==> src/rtl/data_bus_arbiter.sv <==
// rtl/data_bus_arbiter.sv - shared memory bus arbiter between the CPU MEM stage and a DMA/loader port
// Round-robin between the two requesters, with fixed MEM_LAT-cycle accesses.
module data_bus_arbiter #(
    parameter int MEM_LAT = 2
) (
    input  logic        clk,
    input  logic        reset,
    input  logic        cpu_req,
    input  logic        cpu_wr,
    input  logic [31:0] cpu_addr,
    input  logic [31:0] cpu_wdata,
    output logic [31:0] cpu_rdata,
    output logic        cpu_stall,
    input  logic        dma_req,
    input  logic        dma_wr,
    input  logic [31:0] dma_addr,
    input  logic [31:0] dma_wdata,
    output logic [31:0] dma_rdata,
    output logic        dma_ack,
    output logic        bus_rd,
    output logic        bus_wr,
    output logic [31:0] bus_addr,
    output logic [31:0] bus_wdata,
    input  logic [31:0] bus_rdata
);

    typedef enum logic [1:0] {IDLE, CPU_ACC, DMA_ACC} state_t;

    localparam logic [3:0] LAST_CNT = 4'(MEM_LAT - 1);

    state_t     state;
    logic [3:0] cnt;
    logic       last_cpu;
    logic       last_cyc;

    assign last_cyc = (cnt == LAST_CNT);

    always_ff @(posedge clk or posedge reset) begin
        if (reset) begin
            state     <= IDLE;
            cnt       <= 4'd0;
            last_cpu  <= 1'b0;
            dma_ack   <= 1'b0;
            dma_rdata <= 32'd0;
        end else begin
            dma_ack <= 1'b0;
            case (state)
                IDLE: begin
                    cnt <= 4'd0;
                    // On a tie, the requester not served most recently wins.
                    if (cpu_req && (!dma_req || !last_cpu))
                        state <= CPU_ACC;
                    else if (dma_req)
                        state <= DMA_ACC;
                end
                CPU_ACC: begin
                    if (last_cyc) begin
                        cnt      <= 4'd0;
                        last_cpu <= 1'b1;
                        state    <= dma_req ? DMA_ACC : IDLE;
                    end else begin
                        cnt <= cnt + 4'd1;
                    end
                end
                DMA_ACC: begin
                    if (last_cyc) begin
                        cnt      <= 4'd0;
                        last_cpu <= 1'b0;
                        dma_ack  <= 1'b1;
                        if (!dma_wr)
                            dma_rdata <= bus_rdata;
                        state <= cpu_req ? CPU_ACC : IDLE;
                    end else begin
                        cnt <= cnt + 4'd1;
                    end
                end
                default: begin
                    state <= IDLE;
                    cnt   <= 4'd0;
                end
            endcase
        end
    end

    // Bus side is a pure mux of the granted requester, so an async reset
    // drops the strobes as soon as the state register clears.
    always_comb begin
        bus_rd    = 1'b0;
        bus_wr    = 1'b0;
        bus_addr  = 32'd0;
        bus_wdata = 32'd0;
        cpu_rdata = 32'd0;
        case (state)
            CPU_ACC: begin
                bus_rd    = ~cpu_wr;
                bus_wr    = cpu_wr;
                bus_addr  = cpu_addr;
                bus_wdata = cpu_wdata;
                cpu_rdata = bus_rdata;
            end
            DMA_ACC: begin
                bus_rd    = ~dma_wr;
                bus_wr    = dma_wr;
                bus_addr  = dma_addr;
                bus_wdata = dma_wdata;
            end
            default: ;
        endcase
    end

    assign cpu_stall = cpu_req && !((state == CPU_ACC) && last_cyc);

endmodule

==> config.mk <==
export PLATFORM = sky130hd
export DESIGN_NAME = data_bus_arbiter
export DESIGN_NICKNAME = d
export VERILOG_FILES = /design/src/rtl/data_bus_arbiter.sv
export SDC_FILE = /design/constraint.sdc
export NUM_CORES = 1
export LEC_CHECK = 0
export ABC_CLOCK_PERIOD_IN_PS = 1950
export CORE_AREA = 2 2 116 118
export CTS_CLUSTER_DIAMETER = 50
export DETAILED_ROUTE_END_ITERATION = 10
export DIE_AREA = 0 0 118 120
export PLACE_DENSITY_LB_ADDON = 0.15
export SETUP_SLACK_MARGIN = 0.3
export SLEW_MARGIN = 20
export SYNTH_ARGS = -nofsm -noshare
export SYNTH_HDL_FRONTEND = slang
export SYNTH_SLANG_ARGS = --single-unit
==> constraint.sdc <==
create_clock -name clk -period 1.95 [get_ports clk]
set_input_delay 0.39 -clock clk [delete_from_list [all_inputs] [get_ports clk]]
set_output_delay 0.39 -clock clk [all_outputs]
set_load 0.01 [all_outputs]
==> metrics.md <==
| Metric | Value |
|---|---|
| Status | finished, violations left |
| Failing checks | setup timing |
| Antenna Nets Post-Route | 0 |
| Top_reg_cell synth | dfrtp_1 |
| CP dominant cell by count | buf_12 |
| Final cell count without fillers | 847 |
| Placeable Area | 0.0130 sq mm |
| Average vias per placed instance | 4.56 |
| Area leader, netlist | dfrtp_1 |
| Total Routing Usage GR | 20.7% |
| Worst VDD drop | 0.000678 V |
| Die footprint | 0.0142 sq mm |
| Ant diodes | 0 |
| Total gr overflow | 0 |
| Buf+Inv Stages, Crit Path | 6 |
| Crit path arrival time | 1.80 ns |
| CTS root buf | clkbuf_16 |
| First-pass GRT wire length | 22800 um |
| Min-Delay Path Class | in2async |
| RSZ-0062 raised after global routing | yes |
| Post-DR wirelength/cell | 19.2 um |
| Combinational share of power | 80.2% |
| Layout Skew | 0.00320 ns |
| # setup viols final | 122 |
| Setup TNS | -16.06 ns |
| HPWL Detailed | 10400 um |
| Post-synth top area share | 33.2% |
| Finished Core Util | 63.5% |
| Clock-pin slew on the worst setup and hold paths | 0.06 ns |
| CTS H-tree lvls | 2 |
| Worst Hold Slack | 0.429 ns |
| Top cells by area, synth | dfrtp_1 (33%), a22oi_1 (16%), mux2_4 (15%) |
| Ys Warns | 0 |
| Worst r2r src | state[0] |
| CTS tree | done |
| Vias in the first global route | 4026 |
| Row Count | 42 |
| Drt total wl | 16200 um |
| Initial drt markers | 124 |
| Total leakage power | 3.58 nW |
| Clock Sinks | 40 |
| Layout cells sized above 1 | 56.2% |
| Via count | 3859 |
| Largest net degree at the start of global routing | 26 |
| Crit path launch | state[0] |
| Die extent in y | 120 um |
| Compound-Gate Fraction of Synth Area | 17.8% |
| Sw Ratio | 34.8% |
| Critical Path RT | 1.56 ns |
| Clock power frac | 7.8% |
| Setup Crit Path Kind | reg2out |
| Slew headroom | 56.9% |
| Syn avg cell area | 9.96 sq um |
| I/O pin cnt | 298 |
| Commonest non-fill, non-tap cell in the layout | clkdlybuf4s50_1 |
| Post-synth EDFFs | 0 |
| Commonest cells after routing, fill and taps aside | clkdlybuf4s50_1 (198), buf_6 (81), a22oi_2 (60) |
| Largest stage delay on the critical path | 0.38 ns |
| Final Max Tran Viols | 0 |
| Post-synth cell types | 25 |
| Initial Util | 23.3% |
| Pwr/cell area | 1450 mW/mm^2 |
| Synth Area in Adders | 3.32% |
| Placed inst area | 0.00654 sq mm |
| Synth Cell Area | 0.00302 sq mm |
| Antenna violations before repair | 0 |
| Post-route minimum period | 2.19 ns |
| Clock Path Buffers | 2 |
| Max Clock Freq | 0.457 GHz |
| Die Width | 118 um |
| Layout area overhead | 173% |
| Slew @ Worst Pin | 0.643 ns |
| Async set-reset flop share out of synthesis | 100% |
| Main combinational cell family by area after synthesis | simple AND/OR/NAND/NOR gates |
| IO buf count | 297 |
| Sequential share of power | 11.9% |
| # DRC | 0 |
| Clock Latency Late Sink | 0.28 ns |
| Fin nets | 844 |
| CP Launch Type | register |
| Crit-path max FO | 5 |
| Net switching power | 0.00416 W |
| Top Family by Delay on Critical Path | buffers and inverters |
| Worst path slowest cell | dfrtp_1 |
| CTS Buf Count | 5 |
| Fin worst setup slack | -0.236 ns |
| Post-Syn Nets | 477 |
| Crit end category | output pin |
| Register area share after synthesis | 33.2% |
| Int Pwr | 0.00777 W |
| Register bit total from synthesis | 40 |
| Post-synthesis simple-gate area fraction | 23.6% |
| Fin crit share | 112% |
| Gp weighted congestion | 0.789 |
| Filler Cell Count | 1045 |
| Max Cap Viol | 0 |
| Xor-xnor portion of the synthesized cell area | 0.580% |
| Hold Fails Final Rpt | 0 |
| CP cell instances | buf_6 -> inv_6 -> ha_4 -> buf_12 -> buf_12 -> clkbuf_16 -> a22oi_2 -> nor2b_2 -> buf_2 |
| Cells after Synth | 303 |
| Fin area | 0.00825 sq mm |
| First-pass detailed-route iteration total | 4 |
| Inst Count DP | 775 |
| Mux contribution to synthesized area | 16.4% |
## per-stage QoR
stage	total power (W)	setup slack, ns
6_report	0.0119	-0.236
5_1_grt	0.0125	-0.318
4_1_cts	0.00993	-0.210
3_5_place_dp	0.00757	-0.231
3_3_place_gp	0.00753	-0.225
2_1_floorplan	0.00464	0.266
## layout make-up
cell class | instances | area [sq um] | area share (%)
repair buffers | 388 | 4270 | 51.7
inverters | 6 | 27.5 | 0.334
well taps | 176 | 220 | 2.67
clock inverters | 3 | 42.5 | 0.516
clock buffers | 5 | 125 | 1.52
flip-flops and latches | 40 | 1000 | 12.1
multi-input cells | 229 | 2570 | 31.1
## path summary, 6_finish.rpt
kind                            endpoint  slack (ns)  cells after the start
setup reg to reg           dma_rdata[21]       -0.13                     10
hold / removal                    cnt[3]        0.43                      2
setup / recovery           bus_wdata[18]       -0.24                      9
max in group asynchronous  dma_rdata[24]        1.03                      3
hold reg to reg            dma_rdata[23]        0.51                      1
min in group clk           dma_rdata[23]        0.51                      1
## cell usage after synthesis (all sizes together), types with 4 or more instances
cell type,number
a22oi,65
and2,35
buf,10
clkbuf,18
dfrtp,40
ha,8
inv,6
mux2,33
nor2,4
nor2b,66
## power by group through the flow
stage / clock (W) / sequential (W) / combinational [W]
after floorplan: 0 / 0.00158 / 0.00306
after global placement: 0 / 0.00141 / 0.00612
after detailed placement: 0 / 0.00144 / 0.00613
after CTS: 0.000956 / 0.00142 / 0.00756
after global routing: 0.000992 / 0.00147 / 0.0100
final: 0.000932 / 0.00143 / 0.00957
## logic make-up after synthesis
group	after synthesis
AND/OR/NAND/NOR	112
multiplexers	34
flip-flops	40
buffers and inverters	34
adder cells (fa/ha/maj)	8
AO/OA/AOI/OAI	73
XOR/XNOR	2
## flip-flops by register name (all words and copies together) (netlist names)
name	flops
cnt	4
dma_ack	1
dma_rdata	32
last_cpu	1
state	2
## routing by layer
layer / track usage, % / routed length, um
met1: 22.6 / 5760
met2: 38.2 / 8790
met3: 6.18 / 1300
met4: 6.78 / 388
met5: 0 / 0
## repair_timing
| item | in CTS | in global routing |
|---|---|---|
| setup endpoints to repair | 130 | 134 |
| gates cloned | 14 | 10 |
| resized for setup | 476 | 152 |
| hold buffers | 0 | 0 |
| setup buffers | 25 | 15 |
| hold endpoints to repair | 0 | 0 |
| pin swaps | 19 | 30 |
Power figures use the tool's default switching activity.
==> patch 1, RTL diff (config.mk and constraints unchanged) <==
The 3 states of `state_t` get a one-hot encoding in 3 bits.
--- a/src/rtl/data_bus_arbiter.sv
+++ b/src/rtl/data_bus_arbiter.sv
@@ -25,5 +25,5 @@
 );
 
-    typedef enum logic [1:0] {IDLE, CPU_ACC, DMA_ACC} state_t;
+    typedef enum logic [2:0] {IDLE = 3'b001, CPU_ACC = 3'b010, DMA_ACC = 3'b100} state_t;
 
     localparam logic [3:0] LAST_CNT = 4'(MEM_LAT - 1);
Check against the original RTL: same outputs for any inputs over 4 cycles, from zero or initial values and one cycle with reset high; so few cycles prove little.
==> patch 1 against the original RTL <==
Design area fell by 19%. Routed wire length shrank 12%. Clock skew shrank 0.00070 ns. Worst setup slack got worse by 0.0031 ns. Sequential cell count is 1 higher. Synthesized area decreased by 16%. The run still ends with setup timing left. Critical endpoint is now bus_wdata[2]. Synthesized cell count down 25%.
Power is not compared: it rests on default switching activity, and its combinational part moved more than twofold at a synthesized area within 25%.
==> patch 1: results <==
{
  "drt-initial-drc-count": 117,
  "place_area_um2": 5960,
  "stdcell_area_um2": 6650,
  "dp.cells": 712,
  "n_fill_cell": 1181,
  "grt_pass1_wl_mm": 19.1,
  "inverters": 4,
  "nets": 751,
  "setup_tns_ns": -16.84,
  "hpwl_mm": 10.2,
  "synthTopCellsByArea": "dfrtp_1 39%, a22o_1 23%, mux2_1 13%",
  "setup_viol": 99,
  "antennaDiodeCount": 1,
  "clkbuf_count": 6,
  "clock_skew_ns": 0.00250,
  "crit-reg2reg-launch": "state[2]",
  "met3_length_mm": 1.07,
  "cp-startpoint": "state[0]",
  "r2r_slack_ns": 0.03,
  "pre_cts_ws_ns": -0.167,
  "grt_pass1_vias": 3301,
  "clkCellAreaFrac_pct": 2.52,
  "top_regs": "dma_rdata x32, cnt x4, state x3",
  "reg2regPathDepth": 8,
  "synth_cell_type_count": 30,
  "n_all_buffers": 369,
  "buffer_area_share_pct": 55.0,
  "whs_ns": 0.379,
  "sh_seq_area_pct": 15.5,
  "slowest_stage": "dfstp_2",
  "failed_checks": "setup timing",
  "comb.multi_input.count": 162,
  "status": "finished, violations left",
  "vias_per_cell": 4.36,
  "wl_met1_mm": 5.60,
  "cts.sinks": 41,
  "crit_fanout": 7,
  "synth_fp_nets": 396,
  "synth_commonest_cells": "66 x a22o_1, 40 x dfrtp_1, 33 x and2_1",
  "yosysSeqAreaShare_pct": 40.4,
  "multi_input_area_share_pct": 23.4,
  "worst_slew_pin_slew_ns": 0.501,
  "setup_slack_ns": -0.240,
  "grt_usage_pct": 17.4
}
-- patch 1: cell count changes after synthesis, sizes merged, moves of 2 or more --
cell,change
inv,-2
clkbuf,-11
a22o,+66
nor2b,-66
and2,-2
o21ai,+2
and3,+2
o22ai,-2
nor3b,+3
a22oi,-65
buf,+4
ha,-6
-- patch 1: report_power, final --
| part | switching (µW) | internal, µW |
|---|---|---|
| sequential | 229 | 1210 |
| clock | 343 | 607 |
| combinational | 1540 | 2630 |
-- patch 1: per-layer routing --
layer / up-vias / GRT usage, %
li1: 1571 / -
met1: 1574 / 19.8
met2: 166 / 31.4
met3: 9 / 5.80
met4: 0 / 4.37
met5: - / 0
-- patch 1: logic make-up (layout without fill, tap and decap cells) --
family                   after synthesis  in the layout  synth area share (%)
AO/OA/AOI/OAI                         73             73                  24.6
AND/OR/NAND/NOR                       52             52                  13.1
flip-flops                            41             41                  40.4
multiplexers                          32             32                  14.2
buffers and inverters                 25            381                  5.71
XOR/XNOR                               3              3                  1.03
adder cells (fa/ha/maj)                2              2                 0.985
other                                  0              1                     0
-- patch 1: worst max-delay path, delay by kind of cell, from the launching register on --
family	cells	cell delay [ns]
AO/OA/AOI/OAI	1	0.21
buffers and inverters	5	0.64
flip-flops	1	0.59
AND/OR/NAND/NOR	1	0.07
-- patch 1: worst paths after layout --
check	to
max	bus_wdata[2]
min	cnt[1]
max reg2reg	dma_rdata[31]
min reg2reg	dma_rdata[30]
max in group asynchronous	dma_rdata[16]
min in group clk	dma_rdata[30]
-- patch 1: repair_timing --
action,CTS,global route
resized for setup,225,237
cloned,4,10
setup buffers,6,20
endpoints found under the setup margin,131,131
pin swaps,1,68
==> patch 2, RTL diff (same settings) <==
Without the edit above. Reset style: synchronous (`reset`), changed in one clocked block. Comments in the files are not updated.
--- a/src/rtl/data_bus_arbiter.sv
+++ b/src/rtl/data_bus_arbiter.sv
@@ -36,5 +36,5 @@
     assign last_cyc = (cnt == LAST_CNT);
 
-    always_ff @(posedge clk or posedge reset) begin
+    always_ff @(posedge clk) begin
         if (reset) begin
             state     <= IDLE;
Check against the original RTL: differs if reset is asserted again (counterexample within 4 cycles, from zero or initial values and one cycle with reset high); with reset held inactive, the same outputs for 4 cycles.
==> patch 2 against the original RTL <==
The run still ends with setup timing left. First-iteration DRC count increased by 80%. Register-to-register slack improved by 0.44 ns. Synthesized area decreased by 9.3%. Design area decreased by 15%. Worst setup slack improved by 0.12 ns. Clock power increased by 14%. Routed wire length increased by 2.7%. Power decreased by 34%. Non-clock buffer count decreased by 13. Sequential cell count unchanged. Highest routed layer unchanged.
==> patch 2: results <==
{
  "synth-compound-area-share_pct": 31.8,
  "buffer_area_share_pct": 52.2,
  "antenna_found_initial": 3,
  "clock_skew_ns": 0.00516,
  "setup_slack_ns": -0.115,
  "comb.multi_input.count": 296,
  "max-vdd-ir-drop_mv": 0.683,
  "setup_viol": 42,
  "synth_fp_nets": 556,
  "grt_max_degree": 35,
  "critical-path-max-stage-delay_ns": 0.33,
  "synth_cell_type_count": 29,
  "cellLeakagePower_uw": 0.00277,
  "hpwl_mm": 10.8,
  "synthTopCellsByArea": "dfxtp_1 29%, a22oi_1 18%, nor2_1 9.6%",
  "pre_cts_ws_ns": -0.254,
  "hold_path_class": "flop to flop",
  "nets": 894,
  "synthArstFlopShare_pct": 0,
  "yosysSeqAreaShare_pct": 29.2,
  "crit-reg2reg-launch": "state[0]",
  "inverters": 4,
  "grt_pass1_vias": 3943,
  "synth_commonest_cells": "70 x nor2_1, 65 x a22oi_1, 40 x dfxtp_1",
  "slowest_stage": "dfxtp_2",
  "critPathArrivalTime_ns": 1.68,
  "synth_fa_ha_area_share_pct": 2.74,
  "fin_cells": 901,
  "yosys.area_share.xor_xnor_pct": 0.640,
  "drt-initial-drc-count": 223,
  "synth_cells": 384,
  "n_all_buffers": 375,
  "r2r_slack_ns": 0.31,
  "multi_input_area_um2": 2120,
  "place.gp.congestion": 0.804,
  "dp.cells": 842,
  "place_area_um2": 6040,
  "antennaDiodeCount": 3,
  "sh_seq_area_pct": 11.5,
  "clkCellAreaFrac_pct": 2.63,
  "status": "finished, violations left",
  "wl_mm": 16.7,
  "cts_setup_buffers": 16,
  "failed_checks": "setup timing",
  "synth.mux.area_fraction_pct": 0.731,
  "p_sw_uw": 3070,
  "reg2regPathDepth": 8,
  "reg2reg_to": "dma_rdata[24]",
  "grt_usage_pct": 20.2
}
patch 2: cell types whose count changed after synthesis, sizes merged, moves of 3 or more:
| cell | change |
|---|---|
| a21oi | +32 |
| and2 | -3 |
| buf | +5 |
| clkbuf | +11 |
| dfrtp | -40 |
| dfxtp | +40 |
| mux2 | -33 |
| nand2b | +3 |
| nand3 | +32 |
| nor2 | +66 |
| nor2b | -65 |
| o21ai | +33 |
patch 2: worst max-delay path, delay by kind of cell (launching register included):
kind / cells / cell delay, ns
flops: 1 / 0.33
compound gates: 1 / 0.13
buf+inv: 5 / 0.65
fa+ha+maj: 1 / 0.20
simple gates: 1 / 0.07
patch 2: power groups by stage:
stage,clock network [µW],logic (µW),registers [µW]
finish,1060,5920,929
global route,1120,6270,938
CTS,1090,4870,928
detailed placement,0,3980,927
global placement,0,3950,923
floorplan,0,1990,937
patch 2: routing by layer:
metal  routed length [µm]  track usage (%)
met3                 1510             7.70
met1                 6470             23.3
met2                 8440             35.1
met5                    0                0
met4                  264             5.27
